$ cat src/rtl/tcm_port_arbiter.sv
// Round-robin arbiter sharing one TCM RAM port between instruction-fetch and data requesters.
// Zero-fills the low boot region after reset, then grants one access per cycle with a 1-cycle response.
module tcm_port_arbiter #(
  parameter int ADDR_WIDTH  = 16,
  parameter int CLEAR_WORDS = 16384
) (
  input  logic                  clk_i,
  input  logic                  rst_i,
  input  logic                  i_req_i,
  input  logic [31:0]           i_addr_i,
  output logic                  i_accept_o,
  output logic                  i_valid_o,
  output logic [31:0]           i_data_o,
  output logic                  i_error_o,
  input  logic                  d_req_i,
  input  logic [31:0]           d_addr_i,
  input  logic [31:0]           d_wdata_i,
  input  logic [3:0]            d_wr_i,
  output logic                  d_accept_o,
  output logic                  d_valid_o,
  output logic [31:0]           d_data_o,
  output logic                  d_error_o,
  output logic [ADDR_WIDTH-3:0] ram_addr_o,
  output logic [31:0]           ram_data_o,
  output logic [3:0]            ram_wr_o,
  input  logic [31:0]           ram_data_i,
  output logic                  init_done_o
);

  localparam int WAW = ADDR_WIDTH - 2;

  typedef enum logic {CLEAR, RUN} state_t;

  localparam state_t RESET_STATE = (CLEAR_WORDS == 0) ? RUN : CLEAR;
  localparam logic [WAW-1:0] CLR_LAST = WAW'(CLEAR_WORDS - 1);

  state_t state_q, state_d;

  logic [WAW-1:0] clr_cnt_q;
  logic [WAW-1:0] addr_q;
  logic [WAW-1:0] ram_addr_d;
  logic           last_d_q;
  logic           grant_i, grant_d;
  logic           i_in_range, d_in_range;
  logic           i_valid_q, i_err_q;
  logic           d_valid_q, d_err_q, d_rd_q;
  logic           init_done_q;

  assign i_in_range = (i_addr_i >> ADDR_WIDTH) == 32'd0;
  assign d_in_range = (d_addr_i >> ADDR_WIDTH) == 32'd0;

  // The RAM samples its address on the accept cycle, so the grant and address are combinational;
  // addr_q only exists to keep the port address steady on idle cycles.
  always_comb begin
    state_d    = state_q;
    grant_i    = 1'b0;
    grant_d    = 1'b0;
    ram_addr_d = addr_q;
    ram_data_o = d_wdata_i;
    ram_wr_o   = 4'h0;
    case (state_q)
      CLEAR: begin
        ram_addr_d = clr_cnt_q;
        ram_data_o = 32'd0;
        ram_wr_o   = 4'hF;
        if (clr_cnt_q == CLR_LAST) begin
          state_d = RUN;
        end
      end
      RUN: begin
        grant_d = d_req_i && (!i_req_i || !last_d_q);
        grant_i = i_req_i && !grant_d;
        if (grant_d && d_in_range) begin
          ram_addr_d = d_addr_i[ADDR_WIDTH-1:2];
          ram_wr_o   = d_wr_i;
        end else if (grant_i && i_in_range) begin
          ram_addr_d = i_addr_i[ADDR_WIDTH-1:2];
        end
      end
      default: state_d = RESET_STATE;
    endcase
    if (rst_i) begin
      grant_i    = 1'b0;
      grant_d    = 1'b0;
      ram_wr_o   = 4'h0;
      ram_addr_d = '0;
    end
  end

  always_ff @(posedge clk_i or posedge rst_i) begin
    if (rst_i) begin
      state_q     <= RESET_STATE;
      clr_cnt_q   <= '0;
      addr_q      <= '0;
      last_d_q    <= 1'b0;
      i_valid_q   <= 1'b0;
      i_err_q     <= 1'b0;
      d_valid_q   <= 1'b0;
      d_err_q     <= 1'b0;
      d_rd_q      <= 1'b0;
      init_done_q <= 1'b0;
    end else begin
      state_q <= state_d;
      addr_q  <= ram_addr_d;
      if (state_q == CLEAR) begin
        clr_cnt_q <= clr_cnt_q + 1'b1;
      end
      if (grant_i || grant_d) begin
        last_d_q <= grant_d;
      end
      i_valid_q   <= grant_i;
      i_err_q     <= grant_i && !i_in_range;
      d_valid_q   <= grant_d;
      d_err_q     <= grant_d && !d_in_range;
      d_rd_q      <= grant_d && (d_wr_i == 4'h0);
      init_done_q <= (state_d == RUN);
    end
  end

  assign i_accept_o  = grant_i;
  assign d_accept_o  = grant_d;
  assign ram_addr_o  = ram_addr_d;
  assign init_done_o = init_done_q;

  // Write responses and errors return zero rather than the read-first old word.
  assign i_valid_o = i_valid_q;
  assign i_error_o = i_err_q;
  assign i_data_o  = (i_valid_q && !i_err_q) ? ram_data_i : 32'd0;
  assign d_valid_o = d_valid_q;
  assign d_error_o = d_err_q;
  assign d_data_o  = (d_valid_q && d_rd_q && !d_err_q) ? ram_data_i : 32'd0;

endmodule

$ cat config.mk
export PLATFORM = sky130hd
export DESIGN_NAME = tcm_port_arbiter
export DESIGN_NICKNAME = d
export VERILOG_FILES = /design/src/rtl/tcm_port_arbiter.sv
export SDC_FILE = /design/constraint.sdc
export NUM_CORES = 1
export LEC_CHECK = 0
export BUFFER_PORTS_ARGS = -buffer_cell sky130_fd_sc_hd__buf_2
export CAP_MARGIN = 20
export CORE_AREA = 3 3 98 100
export DETAILED_ROUTE_END_ITERATION = 10
export DIE_AREA = 0 0 101 103
export GPL_TIMING_DRIVEN = 0
export PLACE_DENSITY = 0.68
export SLEW_MARGIN = 20
export SYNTH_ARGS = -nofsm -noshare
export SYNTH_HDL_FRONTEND = slang
export SYNTH_SLANG_ARGS = --single-unit
$ cat constraint.sdc
create_clock -name clk_i -period 2.7 [get_ports clk_i]
set_input_delay 0.54 -clock clk_i [delete_from_list [all_inputs] [get_ports clk_i]]
set_output_delay 0.54 -clock clk_i [all_outputs]
set_load 0.05 [all_outputs]
Word level (Yosys, flattened, before mapping)
Cells that the tools add are included.
Storage, ports and cells
  output and inout port bits: 121
  register bits: 35
  word-level logic and storage cells: 50
  bits of input ports: 136
Cells by class
  bitwise logic cells: 1
  $add $sub $neg: 1
  equal/unequal tests: 1
  mux-type cells: 16
  reduce and logical (&&, ||, !) cells: 22
Operators with widths (number)
  two-way mux 32 bit: 3
  zero test 32 bit: 2
  two-way mux 14 bit: 3
  one-hot mux 14 bit (2 select lines): 1
  adder 14 x 1 -> 14 bit, second input constant: 1
  == test 14 bit, second input constant: 1
  logical AND 1 bit: 10
  two-way mux 4 bit: 2
  one-hot mux 4 bit (2 select lines): 1
  zero test 1 bit: 7
  two-way mux 1 bit: 6
  zero test 4 bit: 1
  logical OR 1 bit: 2
  inverter 1 bit: 1

Depth between registers and ports, before layout
  word-level depth: 10
  mapped depth: 7
  mapped depth without buffers: 5

Worst setup path before layout
Ideal clock, no wire load.
  kind: register -> output
  start point: reg, netlist name init_done_o
  end point: out ram_addr_o[0]
  buffers on the path: 0
  arrival: 2652 ps
  required time: 2160 ps
  cell stages (with the launch flop): 5
  slack: -492 ps
  path through: dfrtp_1 inv_1 nor2_1 or2b_4 o21ai_0
RTL lines
  end: declaration: line 23  | output logic [ADDR_WIDTH-3:0] ram_addr_o,

Worst setup path after layout
  start point: in i_addr_i[30]
  end point: out ram_addr_o[4]
Between the ends
  cells in the longest elaborated chain, start to end: 6
RTL lines
  start: declaration: line 10  | input logic [31:0] i_addr_i,
  zero test 32 bit: line 49  | assign i_in_range = (i_addr_i >> ADDR_WIDTH) == 32'd0;
  logical AND 1 bit: line 76  | end else if (grant_i && i_in_range) begin
  two-way mux 14 bit: line 76
  two-way mux 14 bit: line 73  | if (grant_d && d_in_range) begin
  one-hot mux 14 bit (2 select lines): line 61  | case (state_q)
  two-way mux 14 bit: line 82  | if (rst_i) begin
No other way between the ends.

==> results.yml <==
clocking:
  cts.sinks: 35
  root_buffer: "clkbuf_8"
  cts_tree: "yes"
  htreeDepth: 2
  cts.reportedPaths.clkPinSlew_ns: 0.08
  cts_made_buffers: 5
  clkLatencyLatePin_ns: 0.30
  clk_path_buf_depth: 2
die:
  die_width_um: 101
  core_area_mm2: 0.00876
  io_pins: 257
  start_util_pct: 28.3
  die-area_mm2: 0.0104
  fp-row-count: 34
  fp.dieH_um: 103
routing:
  dr.pass1.iters: 4
  viasPerCell: 4.61
  num_vias: 3024
  drc: 0
  drt_iter0_markers: 78
  wire_per_inst_um: 15.1
  routed_wl_mm: 9.92
  ant_nets: 0
critical_path:
  cp_slowest_cell: "nor2_4"
  critPathMaxFanout: 5
  worstPathArrival_ns: 2.13
  reg2reg_depth: 6
  critical_path.startpoint: "i_addr_i[30]"
  cp_top_family: "simple AND/OR/NAND/NOR gates"
  worstPathCellList: "buf_6 -> nor4_4 -> nand4_1 -> nor2_4 -> clkbuf_16 -> mux2i_4 -> o21ai_2 -> buf_6"
  r2r-end: "addr_q[4]"
  rr_startpoint: "init_done_o"
  crit_type: "in2out"
  crit_path_end_kind: "output port"
  crit_path_end: "ram_addr_o[4]"
  critPathMostFrequentCell: "buf_6"
  cp_data_required_time_ns: 2.16
  crit_cells: 8
  reg2reg_slack_ns: 1.05
  crit_path_start_kind: "input port"
  cpPeakStageDelay_ns: 0.30
  worst-path-buf-inv: 3
grt:
  grt_usage_pct: 17.3
  grt_pass1_vias: 2944
  grt_pass1_wl_mm: 14.2
  antenna_found_initial: 2
  grt_start_max_net_pins: 45
  grt_overflow: 0
sta:
  rsz0062_at_grt: "yes"
  worst_pin_slew_ns: 0.464
  relSlewSlack_pct: 69.0
  fin_crit_ns: 2.67
  setup_violations: 0
  slew_viol_final: 0
  fmax_ghz: 0.374
  final.period_utilization_pct: 99.0
  hold_viol_final: 0
  skew_ns: 0.0152
cells_and_area:
  fill_cells: 830
  drive_gt1_share_pct: 55.6
  layout.nets: 681
  area_growth_pct: 74.3
  post_layout_nonfiller_instances: 656
min_path:
  min_path_type: "reg2reg"
  min_from: "clr_cnt_q[10]"
synth:
  netlist_area_mm2: 0.00248
  ys_types: 30
  synth_seq_cells: 35
  synthArstFlopShare_pct: 100
  syn_nets: 417
  yosysWarnings: 0
  syn_inst: 280
  syn_avg_cell_area_um2: 8.87
  synth-seq-area-share_pct: 35.3
  synthFlopType: "dfrtp_1"
  synth_edf_count: 0
placement:
  dpl.hpwl_mm: 8.25
  gp_congestion: 0.829
  io_buffers: 252
  dp_cells: 640
run:
  cap_viol_max_count: 0
outcome:
  status: "complete, no violations"
pwr:
  p_leak_nw: 2.45
  power_density_mw_per_mm2: 274
  vdd_ir_drop_max_v: 0.000246
  power_mw: 1.18
## cell usage after synthesis, types with 4 or more instances
library cell   n  area (µm²)
and3_1        15        93.8
nor4_1         4        25.0
nor2_1         7        26.3
o21ai_2       11        96.3
clkbuf_1      13        48.8
nand2_1       12        45.0
mux2i_1       14         140
dfrtp_1       35         876
xnor2_1       10        87.6
and2_1        96         601
o21ai_0        4        20.0
nor4_2         4        50.1
nand3_1        7        35.0
a31oi_1       13        81.3
inv_1          6        22.5
nand4_1        5        31.3
a21oi_1        4        20.0
## kinds of logic (layout without fill, tap and decap cells)
group / count (synthesis) / count (layout) / share of synthesized area, %
AOI/OAI and AO/OA: 34 / 34 / 9.43
xor gates and xnor gates: 13 / 13 / 4.59
other: 0 / 3 / 0
adders and majority gates: 1 / 1 / 0.504
buffers and inverters: 23 / 288 / 4.84
and+or+nand+nor: 159 / 159 / 39.3
muxes: 15 / 15 / 6.10
DFF: 35 / 35 / 35.3
## how the worst min path moves through the flow
stage | cells after the start | to
finish | 1 | clr_cnt_q[10]
global route | 3 | addr_q[5]
CTS | 3 | addr_q[2]
detailed placement | 1 | clr_cnt_q[10]
global placement | 1 | clr_cnt_q[10]
floorplan | 1 | clr_cnt_q[10]
## sequential cells by signal, summed over array words and instances, names as in the netlist
signal,flops
i_error_o,1
d_error_o,1
addr_q,14
init_done_o,1
d_valid_o,1
last_d_q,1
d_rd_q,1
i_valid_o,1
clr_cnt_q,14
## layer usage
layer / global-route usage (%) / routed length, µm
met3: 2.77 / 780
met1: 18.4 / 3470
met2: 34.0 / 5450
met4: 6.65 / 220
met5: 0 / 0
## per-stage QoR
step / TNS (ns) / instance area [µm²] / hold WS, ns / worst slack, ns / utilization, %
final: 0 / 4330 / 0.488 / 0.0282 / 49.4
after global routing: -0.463 / 4330 / 0.508 / -0.0871 / 49.4
after CTS: 0 / 4030 / 0.489 / 0.000375 / 46.0
after detailed placement: -2.54 / 3890 / 0.482 / -0.327 / 44.4
after global placement: -2.34 / 3890 / 0.477 / -0.313 / 44.4
after floorplan: -0.293 / 2500 / 0.452 / -0.0976 / -
## placed cells by master, fill, tap and decap left out, drive strengths merged, types with 2 or more instances in the layout
master,n
buf,260
and2,96
dfrtp,35
clkbuf,19
and3,15
o21ai,15
mux2i,14
a31oi,13
nand2,12
xnor2,10
nor2,8
nor4,8
nand3,7
inv,6
nand4,5
a21oi,4
diode,3
nor2b,3
xor2,3
and4,2
clkinv,2
## cell type report
cell class | count | area (µm²) | area share [%]
sequential | 35 | 876 | 20.2
timing repair buffer | 257 | 1440 | 33.2
clock buffer | 5 | 68.8 | 1.59
inverter | 6 | 22.5 | 0.520
multi-input combinational | 222 | 1620 | 37.3
tap | 108 | 135 | 3.12
buffer | 17 | 121 | 2.80
clock inverter | 3 | 43.8 | 1.01
antenna | 3 | 7.51 | 0.173
## power breakdown
group,leakage [nW],internal (mW),total [mW],switching [mW]
logic,1.92,0.0898,0.174,0.0838
clock network,0.0581,0.275,0.483,0.208
registers,0.469,0.526,0.528,0.00155
total,2.45,0.891,1.18,0.294
## timing repair
item / in CTS / in global routing
buffers inserted: 0 / 4
gates cloned: 0 / 1
pin swaps: 0 / 6
endpoints found under the setup margin: 14 / 17
hold buffers: 0 / 0
resized for setup: 5 / 71
(Power assumes the default switching activity.)
